$ cat config.mk
export PLATFORM = sky130hd
export DESIGN_NAME = multi_cycle_control
export DESIGN_NICKNAME = d
export VERILOG_FILES = /design/src/rtl/mips_ctrl_pkg.sv /design/src/rtl/alu_op_decode.sv /design/src/rtl/multi_cycle_control.sv
export SDC_FILE = /design/constraint.sdc
export NUM_CORES = 1
export LEC_CHECK = 0
export CORE_MARGIN = 2
export CORE_UTILIZATION = 49
export CTS_CLUSTER_DIAMETER = 100
export DETAILED_ROUTE_END_ITERATION = 8
export PLACE_DENSITY = 0.82
export SLEW_MARGIN = 10
export SYNTH_ARGS = -nofsm -noshare
export SYNTH_HDL_FRONTEND = slang
export SYNTH_SLANG_ARGS = --single-unit
$ cat constraint.sdc
create_clock -name CLK -period 5.5 [get_ports CLK]
set_input_delay 0.55 -clock CLK [delete_from_list [all_inputs] [get_ports CLK]]
set_output_delay 0.55 -clock CLK [all_outputs]
set_load 0.005 [all_outputs]
$ cat src/rtl/mips_ctrl_pkg.sv
// Shared encodings for the MIPS control path: opcodes, functs, ALU codes,
// FSM states, trap codes, datapath selects and the control-line bundle.
package mips_ctrl_pkg;

   localparam logic [5:0] OP_RTYPE = 6'b000000;
   localparam logic [5:0] OP_J     = 6'b000010;
   localparam logic [5:0] OP_BEQ   = 6'b000100;
   localparam logic [5:0] OP_BNE   = 6'b000101;
   localparam logic [5:0] OP_ADDI  = 6'b001000;
   localparam logic [5:0] OP_ADDIU = 6'b001001;
   localparam logic [5:0] OP_SLTI  = 6'b001010;
   localparam logic [5:0] OP_SLTIU = 6'b001011;
   localparam logic [5:0] OP_ANDI  = 6'b001100;
   localparam logic [5:0] OP_ORI   = 6'b001101;
   localparam logic [5:0] OP_XORI  = 6'b001110;
   localparam logic [5:0] OP_LUI   = 6'b001111;
   localparam logic [5:0] OP_LW    = 6'b100011;
   localparam logic [5:0] OP_SW    = 6'b101011;

   localparam logic [5:0] FN_SLL   = 6'b000000;
   localparam logic [5:0] FN_SRL   = 6'b000010;
   localparam logic [5:0] FN_SRA   = 6'b000011;

   localparam logic [3:0] ALU_AND  = 4'b0000;
   localparam logic [3:0] ALU_OR   = 4'b0001;
   localparam logic [3:0] ALU_ADD  = 4'b0010;
   localparam logic [3:0] ALU_SUB  = 4'b0110;
   localparam logic [3:0] ALU_SLT  = 4'b0111;
   localparam logic [3:0] ALU_ADDU = 4'b1000;
   localparam logic [3:0] ALU_XOR  = 4'b1010;
   localparam logic [3:0] ALU_SLTU = 4'b1011;
   localparam logic [3:0] ALU_LUI  = 4'b1110;
   localparam logic [3:0] ALU_FUNC = 4'b1111;

   localparam logic [1:0] SRCA_PC      = 2'b00;
   localparam logic [1:0] SRCA_RS      = 2'b01;
   localparam logic [1:0] SRCA_SHAMT   = 2'b10;
   localparam logic [1:0] SRCB_RT      = 2'b00;
   localparam logic [1:0] SRCB_FOUR    = 2'b01;
   localparam logic [1:0] SRCB_IMM     = 2'b10;
   localparam logic [1:0] SRCB_IMM_SH2 = 2'b11;
   localparam logic [1:0] PCSRC_ALU    = 2'b00;
   localparam logic [1:0] PCSRC_ALUOUT = 2'b01;
   localparam logic [1:0] PCSRC_JUMP   = 2'b10;

   typedef enum logic [3:0] {
      ST_FETCH   = 4'd0,
      ST_DECODE  = 4'd1,
      ST_MEMADDR = 4'd2,
      ST_MEMRD   = 4'd3,
      ST_MEMWB   = 4'd4,
      ST_MEMWR   = 4'd5,
      ST_EXEC    = 4'd6,
      ST_ALUWB   = 4'd7,
      ST_BRANCH  = 4'd8,
      ST_JUMP    = 4'd9,
      ST_TRAP    = 4'd10
   } state_e;

   typedef enum logic [1:0] {
      TRAP_NONE    = 2'b00,
      TRAP_ILLEGAL = 2'b01,
      TRAP_TIMEOUT = 2'b10
   } trap_e;

   typedef struct packed {
      logic       pc_write;
      logic       pc_write_cond;
      logic       branch_ne;
      logic       iord;
      logic       mem_read;
      logic       mem_write;
      logic       ir_write;
      logic       mem_to_reg;
      logic       reg_dst;
      logic       reg_write;
      logic [1:0] alu_src_a;
      logic [1:0] alu_src_b;
      logic [1:0] pc_source;
      logic       sign_extend;
   } ctrl_t;

endpackage

$ cat src/rtl/alu_op_decode.sv
// Opcode/funct to ALU control: ALU operation, immediate extension and shift-amount select.
module alu_op_decode
   import mips_ctrl_pkg::*;
#(
   parameter int unsigned OPCODE_W = 6,
   parameter int unsigned FUNC_W   = 6,
   parameter int unsigned ALUOP_W  = 4
) (
   input  logic [OPCODE_W-1:0] opcode,
   input  logic [FUNC_W-1:0]   func,
   output logic [ALUOP_W-1:0]  alu_op,
   output logic                sign_ext,
   output logic                shift_sel,
   output logic                is_alu
);

   always_comb begin
      alu_op    = ALUOP_W'(ALU_ADD);
      sign_ext  = 1'b0;
      shift_sel = 1'b0;
      is_alu    = 1'b1;
      case (opcode)
         OPCODE_W'(OP_RTYPE): begin
            alu_op    = ALUOP_W'(ALU_FUNC);
            shift_sel = (func == FUNC_W'(FN_SLL)) || (func == FUNC_W'(FN_SRL)) ||
                        (func == FUNC_W'(FN_SRA));
         end
         OPCODE_W'(OP_ADDI):  begin alu_op = ALUOP_W'(ALU_ADD);  sign_ext = 1'b1; end
         OPCODE_W'(OP_SLTI):  begin alu_op = ALUOP_W'(ALU_SLT);  sign_ext = 1'b1; end
         OPCODE_W'(OP_SLTIU): begin alu_op = ALUOP_W'(ALU_SLTU); sign_ext = 1'b1; end
         OPCODE_W'(OP_ADDIU): alu_op = ALUOP_W'(ALU_ADDU);
         OPCODE_W'(OP_ANDI):  alu_op = ALUOP_W'(ALU_AND);
         OPCODE_W'(OP_ORI):   alu_op = ALUOP_W'(ALU_OR);
         OPCODE_W'(OP_XORI):  alu_op = ALUOP_W'(ALU_XOR);
         OPCODE_W'(OP_LUI):   alu_op = ALUOP_W'(ALU_LUI);
         default:             is_alu = 1'b0;
      endcase
   end

endmodule

$ cat src/rtl/multi_cycle_control.sv
// Multi-cycle MIPS control FSM: fetch/decode/execute/memory/writeback sequencing
// with memory-ready stalls, optional BNE, illegal-opcode and memory-timeout traps.
module multi_cycle_control
   import mips_ctrl_pkg::*;
#(
   parameter int unsigned OPCODE_W    = 6,
   parameter int unsigned FUNC_W      = 6,
   parameter int unsigned ALUOP_W     = 4,
   parameter int unsigned SUPPORT_BNE = 1,
   parameter int unsigned MEM_TIMEOUT = 16,
   parameter int unsigned WAIT_W      = 5
) (
   input  logic                CLK,
   input  logic                Reset_L,
   input  logic [OPCODE_W-1:0] Opcode,
   input  logic [FUNC_W-1:0]   Func,
   input  logic                MemReady,
   output logic                PCWrite,
   output logic                PCWriteCond,
   output logic                BranchNE,
   output logic                IorD,
   output logic                MemRead,
   output logic                MemWrite,
   output logic                IRWrite,
   output logic                MemToReg,
   output logic                RegDst,
   output logic                RegWrite,
   output logic [1:0]          ALUSrcA,
   output logic [1:0]          ALUSrcB,
   output logic [1:0]          PCSource,
   output logic                SignExtend,
   output logic [ALUOP_W-1:0]  ALUOp,
   output logic [1:0]          Trap,
   output logic [3:0]          State
);

   state_e              state, state_n;
   trap_e               trap_q, trap_n;
   logic [WAIT_W-1:0]   wcnt, wcnt_n, wcnt_inc;
   logic                run_q;
   ctrl_t               ctrl;
   logic [ALUOP_W-1:0]  alu_op;

   logic [ALUOP_W-1:0]  dec_alu_op;
   logic                dec_sign_ext, dec_shift_sel, dec_is_alu;
   logic                is_rtype, is_lw, is_sw, is_beq, is_bne, is_j;
   logic                mem_state, timeout_hit;

   alu_op_decode #(
      .OPCODE_W (OPCODE_W),
      .FUNC_W   (FUNC_W),
      .ALUOP_W  (ALUOP_W)
   ) u_alu_op_decode (
      .opcode    (Opcode),
      .func      (Func),
      .alu_op    (dec_alu_op),
      .sign_ext  (dec_sign_ext),
      .shift_sel (dec_shift_sel),
      .is_alu    (dec_is_alu)
   );

   assign is_rtype = (Opcode == OPCODE_W'(OP_RTYPE));
   assign is_lw    = (Opcode == OPCODE_W'(OP_LW));
   assign is_sw    = (Opcode == OPCODE_W'(OP_SW));
   assign is_beq   = (Opcode == OPCODE_W'(OP_BEQ));
   assign is_bne   = (SUPPORT_BNE != 0) && (Opcode == OPCODE_W'(OP_BNE));
   assign is_j     = (Opcode == OPCODE_W'(OP_J));

   // A wait cycle that would bring the counter to the limit traps; MemReady in that cycle wins.
   assign mem_state   = (state == ST_FETCH) || (state == ST_MEMRD) || (state == ST_MEMWR);
   assign wcnt_inc    = wcnt + WAIT_W'(1);
   assign timeout_hit = (MEM_TIMEOUT != 0) && (wcnt_inc == WAIT_W'(MEM_TIMEOUT));

   // run_q holds the FSM and its outputs idle until the first edge after reset release.
   always_ff @(posedge CLK or negedge Reset_L) begin
      if (!Reset_L) begin
         state  <= ST_FETCH;
         trap_q <= TRAP_NONE;
         wcnt   <= '0;
         run_q  <= 1'b0;
      end else begin
         state  <= state_n;
         trap_q <= trap_n;
         wcnt   <= wcnt_n;
         run_q  <= 1'b1;
      end
   end

   always_comb begin
      state_n = state;
      trap_n  = trap_q;
      if (run_q) begin
         case (state)
            ST_FETCH, ST_MEMRD, ST_MEMWR: begin
               if (MemReady) begin
                  state_n = (state == ST_FETCH) ? ST_DECODE :
                            (state == ST_MEMRD) ? ST_MEMWB  : ST_FETCH;
               end else if (timeout_hit) begin
                  state_n = ST_TRAP;
                  trap_n  = TRAP_TIMEOUT;
               end
            end
            ST_DECODE: begin
               if (is_lw || is_sw)        state_n = ST_MEMADDR;
               else if (dec_is_alu)       state_n = ST_EXEC;
               else if (is_beq || is_bne) state_n = ST_BRANCH;
               else if (is_j)             state_n = ST_JUMP;
               else begin
                  state_n = ST_TRAP;
                  trap_n  = TRAP_ILLEGAL;
               end
            end
            ST_MEMADDR: state_n = is_sw ? ST_MEMWR : ST_MEMRD;
            ST_EXEC:    state_n = ST_ALUWB;
            ST_TRAP:    state_n = ST_TRAP;
            default:    state_n = ST_FETCH;
         endcase
      end
   end

   // Counter restarts on every state change and on MemReady; counts only stalled memory cycles.
   always_comb begin
      wcnt_n = '0;
      if (run_q && mem_state && (state_n == state)) wcnt_n = wcnt_inc;
   end

   always_comb begin
      ctrl   = '0;
      alu_op = '0;
      if (run_q) begin
         case (state)
            ST_FETCH: begin
               ctrl.mem_read  = 1'b1;
               ctrl.alu_src_a = SRCA_PC;
               ctrl.alu_src_b = SRCB_FOUR;
               ctrl.pc_source = PCSRC_ALU;
               ctrl.ir_write  = MemReady;
               ctrl.pc_write  = MemReady;
               alu_op         = ALUOP_W'(ALU_ADD);
            end
            ST_DECODE: begin
               ctrl.alu_src_a   = SRCA_PC;
               ctrl.alu_src_b   = SRCB_IMM_SH2;
               ctrl.sign_extend = 1'b1;
               alu_op           = ALUOP_W'(ALU_ADD);
            end
            ST_MEMADDR: begin
               ctrl.alu_src_a   = SRCA_RS;
               ctrl.alu_src_b   = SRCB_IMM;
               ctrl.sign_extend = 1'b1;
               alu_op           = ALUOP_W'(ALU_ADD);
            end
            ST_MEMRD: begin
               ctrl.iord     = 1'b1;
               ctrl.mem_read = 1'b1;
            end
            ST_MEMWB: begin
               ctrl.mem_to_reg = 1'b1;
               ctrl.reg_write  = 1'b1;
            end
            ST_MEMWR: begin
               ctrl.iord      = 1'b1;
               ctrl.mem_write = 1'b1;
            end
            ST_EXEC: begin
               alu_op           = dec_alu_op;
               ctrl.sign_extend = dec_sign_ext;
               if (is_rtype) begin
                  ctrl.alu_src_a = dec_shift_sel ? SRCA_SHAMT : SRCA_RS;
                  ctrl.alu_src_b = SRCB_RT;
               end else begin
                  ctrl.alu_src_a = SRCA_RS;
                  ctrl.alu_src_b = SRCB_IMM;
               end
            end
            ST_ALUWB: begin
               ctrl.reg_write = 1'b1;
               ctrl.reg_dst   = is_rtype;
            end
            ST_BRANCH: begin
               ctrl.alu_src_a     = SRCA_RS;
               ctrl.alu_src_b     = SRCB_RT;
               ctrl.pc_write_cond = 1'b1;
               ctrl.pc_source     = PCSRC_ALUOUT;
               ctrl.branch_ne     = is_bne;
               alu_op             = ALUOP_W'(ALU_SUB);
            end
            ST_JUMP: begin
               ctrl.pc_write  = 1'b1;
               ctrl.pc_source = PCSRC_JUMP;
            end
            default: ;
         endcase
      end
   end

   assign PCWrite     = ctrl.pc_write;
   assign PCWriteCond = ctrl.pc_write_cond;
   assign BranchNE    = ctrl.branch_ne;
   assign IorD        = ctrl.iord;
   assign MemRead     = ctrl.mem_read;
   assign MemWrite    = ctrl.mem_write;
   assign IRWrite     = ctrl.ir_write;
   assign MemToReg    = ctrl.mem_to_reg;
   assign RegDst      = ctrl.reg_dst;
   assign RegWrite    = ctrl.reg_write;
   assign ALUSrcA     = ctrl.alu_src_a;
   assign ALUSrcB     = ctrl.alu_src_b;
   assign PCSource    = ctrl.pc_source;
   assign SignExtend  = ctrl.sign_extend;
   assign ALUOp       = alu_op;
   assign Trap        = trap_q;
   assign State       = state;

endmodule
### Word-level counts from Yosys, hierarchy flattened

Cells that the tools add are included.

* register bits after elaboration: 12
* bits of input ports: 15
* word-level logic and storage cells: 99

* add/sub/neg operators: 1
* eq/ne operators: 33
* reductions and logical operators: 21
* mux-type cells: 40

Operator list (number)
* 6-bit by 4-bit equality test with 1-bit output, second input constant: 8
* 4-bit one-hot mux with 5 select lines: 2
* 4-bit one-hot mux with 8 select lines: 1
* 4-bit two-way mux: 7
* 2-bit two-way mux: 10
* 6-bit by 2-bit equality test with 1-bit output, second input constant: 3
* 17-bit two-way mux: 1
* 4-bit by 3-bit equality test with 1-bit output, second input constant: 4
* 4-bit equality test, second input constant: 3
* 6-bit by 3-bit equality test with 1-bit output, second input constant: 2
* 6-bit equality test, second input constant: 2
* 6-bit zero test: 2
* 2-bit inequality test, second input constant: 6
* 4-bit one-hot mux with 3 select lines: 1
* 1-bit two-way mux: 10
* 3-bit two-way mux: 3
* 3-bit OR reduction: 3
* 9-bit OR reduction: 1
* 4-bit by 2-bit equality test with 1-bit output, second input constant: 2
* 2-bit one-hot mux with 2 select lines: 2
* 8-bit AND reduction: 1
* 2-bit OR reduction: 4
* 1-bit logical OR: 6
* 5-bit by 1-bit adder with 5-bit output, second input constant: 1
* 8 further kinds: 10

### Depth between registers and ports, before layout

Gate-level depths: netlist (run 1).

* depth in word-level cells: 10
* mapped depth: 7

### By module

A second synthesis (run 1) with hierarchy kept.

* cells, all modules: 167
* area, all modules: 1236.2 µm²

By module, submodules not included
* multi_cycle_control: cells each 141, instances 1, area each 1073.5 µm², sequential area each 300.3 µm²
* alu_op_decode: cells each 26, instances 1, area each 162.7 µm², sequential area each 0.0 µm²

### Worst setup path after synthesis (run 1)

Ideal clock, no wire load.

* path kind: input port to output port
* from: input Opcode[4]
* to: output RegDst
* stages on the path: 4
* data arrival time: 1.465 ns
* data required time: 4.950 ns
* slack: 3.485 ns
* cells stage by stage: or2_2 > nor3_1 > and2_1 > nor4b_1

* longest elaborated chain between the ends: 3

Ends and longest elaborated chain
* start, declared: line multi_cycle_control.sv:15 `input logic [OPCODE_W-1:0] Opcode,`
* 6-bit zero test: line multi_cycle_control.sv:62 `assign is_rtype = (Opcode == OPCODE_W'(OP_RTYPE));`
* 1-bit two-way mux: line multi_cycle_control.sv:131 `case (state)`
* 17-bit two-way mux: line multi_cycle_control.sv:130 `if (run_q) begin`
* end, declared: line multi_cycle_control.sv:26 `output logic RegDst,`

No other way between the ends.

### Worst setup path after layout (run 1)

Ends and elaborated chain as after synthesis.

==> results.sh, run 1 <==
export IMPL_grt_remaining_overflow=0
export IMPL_cts_hold_buffers=0
export IMPL_power_leakage_nw=0.650
export IMPL_grt_usage_pct=27.8
export IMPL_ctsResizeCount=0
export IMPL_synthTopCellsByCount="nor2_1 (18), nand2_1 (16), nor3_1 (16), a21oi_1 (15), dfrtp_1 (12)"
export IMPL_seqPwrFrac_pct=26.9
export IMPL_io_buffers=41
export IMPL_cts_clk_slew_worst_paths_ns=0.08
export IMPL_pwr_share_comb_pct=62.0
export IMPL_slew_limit_headroom_pct=48.8
export IMPL_fillerInstances=225
export IMPL_period_needed_ns=3.21
export IMPL_synth_edf_count=0
export IMPL_avgRoutedWirePerCell_um=16.2
export IMPL_rsz0062_at_grt="false"
export IMPL_core_area_um2=2450
export IMPL_nNetsFinal=225
export IMPL_gp_congestion=0.902
export IMPL_num_antenna_cells=0
export IMPL_yosysMostFrequentCell="nor2_1"
export IMPL_synth_area_top_cells="dfrtp_1 (24%), nor3_1 (6.4%), a21oi_1 (6.0%)"
export IMPL_place_area_um2=1650
export IMPL_antenna_found_initial=0
export IMPL_cp_start_kind="primary input"
export IMPL_finalInstanceArea_um2=1690
export IMPL_critPathKind="in2out"
export IMPL_grt_pass1_vias=1322
export IMPL_fin_setup_tns_ns=0
export IMPL_ys_async_sr_fraction_pct=100
export IMPL_crit_slowest_cell="clkdlybuf4s50_1"
export IMPL_drt_total_wl_um=3860
export IMPL_maxSlewViolCount=0
export IMPL_cp_top_family="buffers and inverters"
export IMPL_place_ws_ns=2.30
export IMPL_sw_frac_of_total_pct=47.0
export IMPL_cp_max_fo=6
export IMPL_clockRootBuffer="clkbuf_4"
export IMPL_setup_viol_count_final=0
export IMPL_synth_seq_cells=12
export IMPL_p_switching_mw=0.321
export IMPL_firstDrtPassIters=5
export IMPL_fin_cells=238
export IMPL_synth_top_area_share_pct=23.9
export IMPL_worst_pin_slew_ns=0.768
export IMPL_die_w_um=54.6
export IMPL_die_y_um=54.6
export IMPL_cpPeakStageDelay_ns=0.56
export IMPL_clock_path_buffers=2
export IMPL_peakVddDrop_uv=311
export IMPL_yosysSeqAreaShare_pct=23.9
export IMPL_finClkSkew_ns=0.000426
export IMPL_post_route_drc_count=0
export IMPL_power_clock_fraction_pct=11.1
export IMPL_ys_warn_count=0
export IMPL_internal_power_mw=0.362
export IMPL_synth_cell_types=53
export IMPL_vias_per_cell=6.27
export IMPL_num_io_pins=42
export IMPL_ant_nets=0
export IMPL_htreeDepth=1
export IMPL_synthCells=174
export IMPL_hp_class="reg2reg"
export IMPL_num_vias=1492
export IMPL_path_common_cell="clkdlybuf4s50_1"
export IMPL_insertion_delay_ns=0.29
export IMPL_dp_cells=234
export IMPL_cts_made_buffers=3
export IMPL_status="finished clean"
export IMPL_post_cts_buffers=0
export IMPL_hold_viol_final=0
export IMPL_rows=18
export IMPL_die_area_um2=2980
export IMPL_cp_end_kind="output port"
export IMPL_cts_sinks=12
export IMPL_period_share_pct=58.4
export IMPL_fin_ws_ns=2.29
export IMPL_synthesis_area_um2=1260
export IMPL_grt_max_degree=25
export IMPL_syn_avg_cell_area_um2=7.22
export IMPL_synth_top_area_cell="dfrtp_1"
export IMPL_cts_tree="done"
export IMPL_drive_gt1_share_pct=9.13
export IMPL_arrival_ns=2.66
export IMPL_start_util_pct=51.2
export IMPL_worst_ep_required_time_ns=4.95
export IMPL_synth_net_count=190
export IMPL_synth_main_ff_cell="dfrtp_1"
export IMPL_syn_to_final_growth_pct=34.5
export IMPL_dp_hpwl_um=2890
export IMPL_grt_pass1_wl_um=6090
export IMPL_power_density_nw_per_um2=404
export IMPL_fmaxAchievable_mhz=311
export IMPL_cap_viol_max_count=0
export IMPL_crit_buf_inv=2
export IMPL_path_cells="clkdlybuf4s50_1 -> or2_2 -> nor3_1 -> and2_1 -> nor4b_1 -> clkdlybuf4s50_1"
export IMPL_first_iter_violations=75
export IMPL_worst_hold_slack_ns=0.507
-- flip-flops by register name, indices dropped and copies added, names as in the netlist --
register  flops
run_q         1
wcnt          5
Trap          2
State         4
-- placed cells by master (no fill, tap or decap), drive strengths merged, types with 3 or more instances in the layout --
master,Yosys,routed
and3,3,3
o22ai,4,4
nand3,6,6
xor2,3,3
nor2,19,19
dfrtp,12,12
or2,3,3
clkdlybuf4s50,0,41
clkbuf,5,4
nor3,17,17
nor2b,4,4
nor4,3,3
a21oi,16,16
o21ai,10,10
inv,8,8
nand2,16,16
-- metrics by stage --
step | util, % | power, mW
5_1_grt | 68.8 | 0.735
3_5_place_dp | 67.3 | 0.597
3_3_place_gp | 67.3 | 0.589
4_1_cts | 68.8 | 0.674
6_report | 68.8 | 0.683
2_1_floorplan | - | 0.427
-- final timing paths --
path	start	end	slack, ns	cells past startpoint
min	Trap[1]	Trap[1]	0.51	1
min reg2reg	Trap[1]	Trap[1]	0.51	1
max reg2reg	State[1]	wcnt[4]	3.39	6
max in group asynchronous	Reset_L	Trap[0]	4.54	1
max	Opcode[4]	RegDst	2.29	6
min in group asynchronous	Reset_L	run_q	0.61	1
-- power by group through the flow --
stage                     clock [mW]  combinational [mW]  sequential, mW
after floorplan                    0               0.283           0.144
after global placement             0               0.410           0.180
after detailed placement           0               0.414           0.182
after CTS                     0.0758               0.417           0.181
after global routing          0.0807               0.464           0.190
final                         0.0757               0.423           0.184
-- cells by family (layout without fill, tap and decap cells) --
family | Yosys count | count (layout) | synth area share, %
buffers and inverters | 19 | 53 | 6.47
other | 1 | 1 | 0.299
AOI/OAI and AO/OA | 48 | 48 | 26.4
DFF | 12 | 12 | 23.9
muxes | 1 | 1 | 1.10
adders and majority gates | 1 | 1 | 0.996
xor gates and xnor gates | 5 | 5 | 3.49
and+or+nand+nor | 87 | 87 | 37.4
-- layer usage --
layer	GRT usage, %	up-vias	wire length (µm)
li1	-	704	-
met5	0	-	0
met1	37.5	706	1620
met4	6.25	0	33
met3	5.19	7	306
met2	45.8	75	1890
-- area by class of cell --
| cell class | count | area, µm² | area share, % |
|---|---|---|---|
| multi-input cells | 143 | 875 | 51.8 |
| repair buffers | 41 | 410 | 24.3 |
| flip-flops and latches | 12 | 300 | 17.8 |
| well taps | 30 | 37.5 | 2.22 |
| clock buffers | 4 | 36.3 | 2.15 |
| inverters | 8 | 30.0 | 1.78 |
Note: power is estimated with default switching activity, not from simulation.
==> run 2: changes to the inputs <==
CORE_UTILIZATION = 41   (was 49)
PLACE_DENSITY = 0.73   (was 0.82)
clock period = 2.7 ns   (was 5.5 ns; I/O delays follow)
==> results.sh, run 2 (synthesized netlist as in run 1, its figures left out) <==
export IMPL_fin_setup_tns_ns=0
export IMPL_htreeDepth=1
export IMPL_arrival_ns=2.25
export IMPL_dp_cells=246
export IMPL_grt_pass1_vias=1355
export IMPL_die_area_um2=3520
export IMPL_cts_made_buffers=3
export IMPL_rsz0062_at_grt="false"
export IMPL_num_antenna_cells=0
export IMPL_rows=20
export IMPL_fmaxAchievable_mhz=397
export IMPL_critPathKind="in2out"
export IMPL_worst_pin_slew_ns=0.550
export IMPL_r2r_start="State[1]"
export IMPL_cts_clk_slew_worst_paths_ns=0.08
export IMPL_ant_nets=0
export IMPL_cp_max_fo=5
export IMPL_num_vias=1462
export IMPL_die_w_um=59.4
export IMPL_first_iter_violations=67
export IMPL_grt_pass1_wl_um=6130
export IMPL_firstDrtPassIters=4
export IMPL_power_density_nw_per_um2=796
export IMPL_finClkSkew_ns=0.00689
export IMPL_grt_remaining_overflow=0
export IMPL_grt_usage_pct=22.2
export IMPL_insertion_delay_ns=0.28
export IMPL_io_buffers=41
export IMPL_final_common_cell="clkdlybuf4s50_1"
export IMPL_die_y_um=59.4
export IMPL_slew_limit_headroom_pct=63.2
export IMPL_core_area_um2=2980
export IMPL_clock_path_buffers=2
export IMPL_cts_sinks=12
export IMPL_post_cts_buffers=0
export IMPL_period_needed_ns=2.52
export IMPL_post_route_drc_count=0
export IMPL_drt_total_wl_um=3550
export IMPL_fin_cells=250
export IMPL_antenna_found_initial=0
export IMPL_cts_hold_buffers=0
export IMPL_num_io_pins=42
export IMPL_cp_start_kind="primary input"
export IMPL_hp_class="in2async"
export IMPL_nNetsFinal=234
export IMPL_maxSlewViolCount=0
export IMPL_hold_viol_final=0
export IMPL_period_share_pct=93.4
export IMPL_worst_ep_required_time_ns=2.43
export IMPL_multiInputGateArea_um2=883
export IMPL_gp_congestion=0.911
export IMPL_ctsResizeCount=0
export IMPL_cap_viol_max_count=0
export IMPL_dp_hpwl_um=2810
export IMPL_vias_per_cell=5.85
export IMPL_start_util_pct=42.2
export IMPL_top_register="wcnt"
export IMPL_fillerInstances=282
export IMPL_register_area_um2=300
export IMPL_peakVddDrop_uv=376
export IMPL_power_leakage_nw=0.696
export IMPL_cts_tree="done"
export IMPL_setup_viol_count_final=0
export IMPL_largest_reg_flops=5
export IMPL_crit_start="Opcode[5]"
export IMPL_cp_end_kind="output port"
export IMPL_clockRootBuffer="clkbuf_4"
export IMPL_r2r_slack_ns=0.70
export IMPL_status="finished clean"
export IMPL_grt_max_degree=18
export IMPL_layout_common_cells="clkdlybuf4s50_1 (41), nor2_1 (18), nand2_1 (16), nor3_1 (16), a21oi_1 (15)"
export IMPL_avgRoutedWirePerCell_um=14.2
export IMPL_syn_to_final_growth_pct=40.8
export IMPL_drive_gt1_share_pct=13.8
==> run 2: cell count changes in the layout (fill, tap and decap cells not counted), sizes merged <==
cell / previous run / this run
buf: 0 / 9
==> run 2: per-layer routing <==
| metal | GRT usage (%) | vias up | wire (µm) |
|---|---|---|---|
| met1 | 30.4 | 665 | 1560 |
| met2 | 35.8 | 66 | 1720 |
| li1 | - | 723 | - |
| met4 | 4.22 | 0 | 49 |
| met5 | 0 | - | 0 |
| met3 | 5.02 | 8 | 218 |
==> run 2: final timing paths <==
check / end / cells after the start
setup / recovery: RegDst / 6
hold / removal: wcnt[2] / 1
setup reg to reg: wcnt[4] / 6
hold reg to reg: Trap[1] / 1
max in group asynchronous: run_q / 1
min in group CLK: Trap[1] / 1
==> run 2: report_power, final <==
part / switching, mW / leakage, nW / internal, mW
logic: 0.468 / 0.519 / 0.463
registers: 0.101 / 0.156 / 0.231
clock network: 0.0630 / 0.0210 / 0.0820
total: 0.633 / 0.696 / 0.776
==> run 2: area by class of cell <==
class,instances,area share [%]
clock buffers,4,2.05
inverters,8,1.70
multi-input cells,143,49.9
well taps,33,2.33
repair buffers,50,27.0
flip-flops and latches,12,17.0
==> run 2: worst max-delay path, cell delays in order <==
cell             delay, ns
clkdlybuf4s50_1       0.47
or2_2                 0.33
nor3_1                0.17
and2_1                0.23
nor4b_2               0.23
clkdlybuf4s50_1       0.55
==> run 2: metrics by stage <==
step	util (%)	worst slack, ns	area (µm²)	hold slack [ns]	total power, mW
after detailed placement	57.9	0.143	1720	0.480	1.25
after floorplan	-	0.931	1260	-0.0256	0.871
after global routing	59.4	0.0258	1770	0.388	1.54
after CTS	59.1	0.144	1760	0.358	1.41
final	59.4	0.180	1770	0.345	1.41
after global placement	57.9	0.212	1720	0.477	1.25
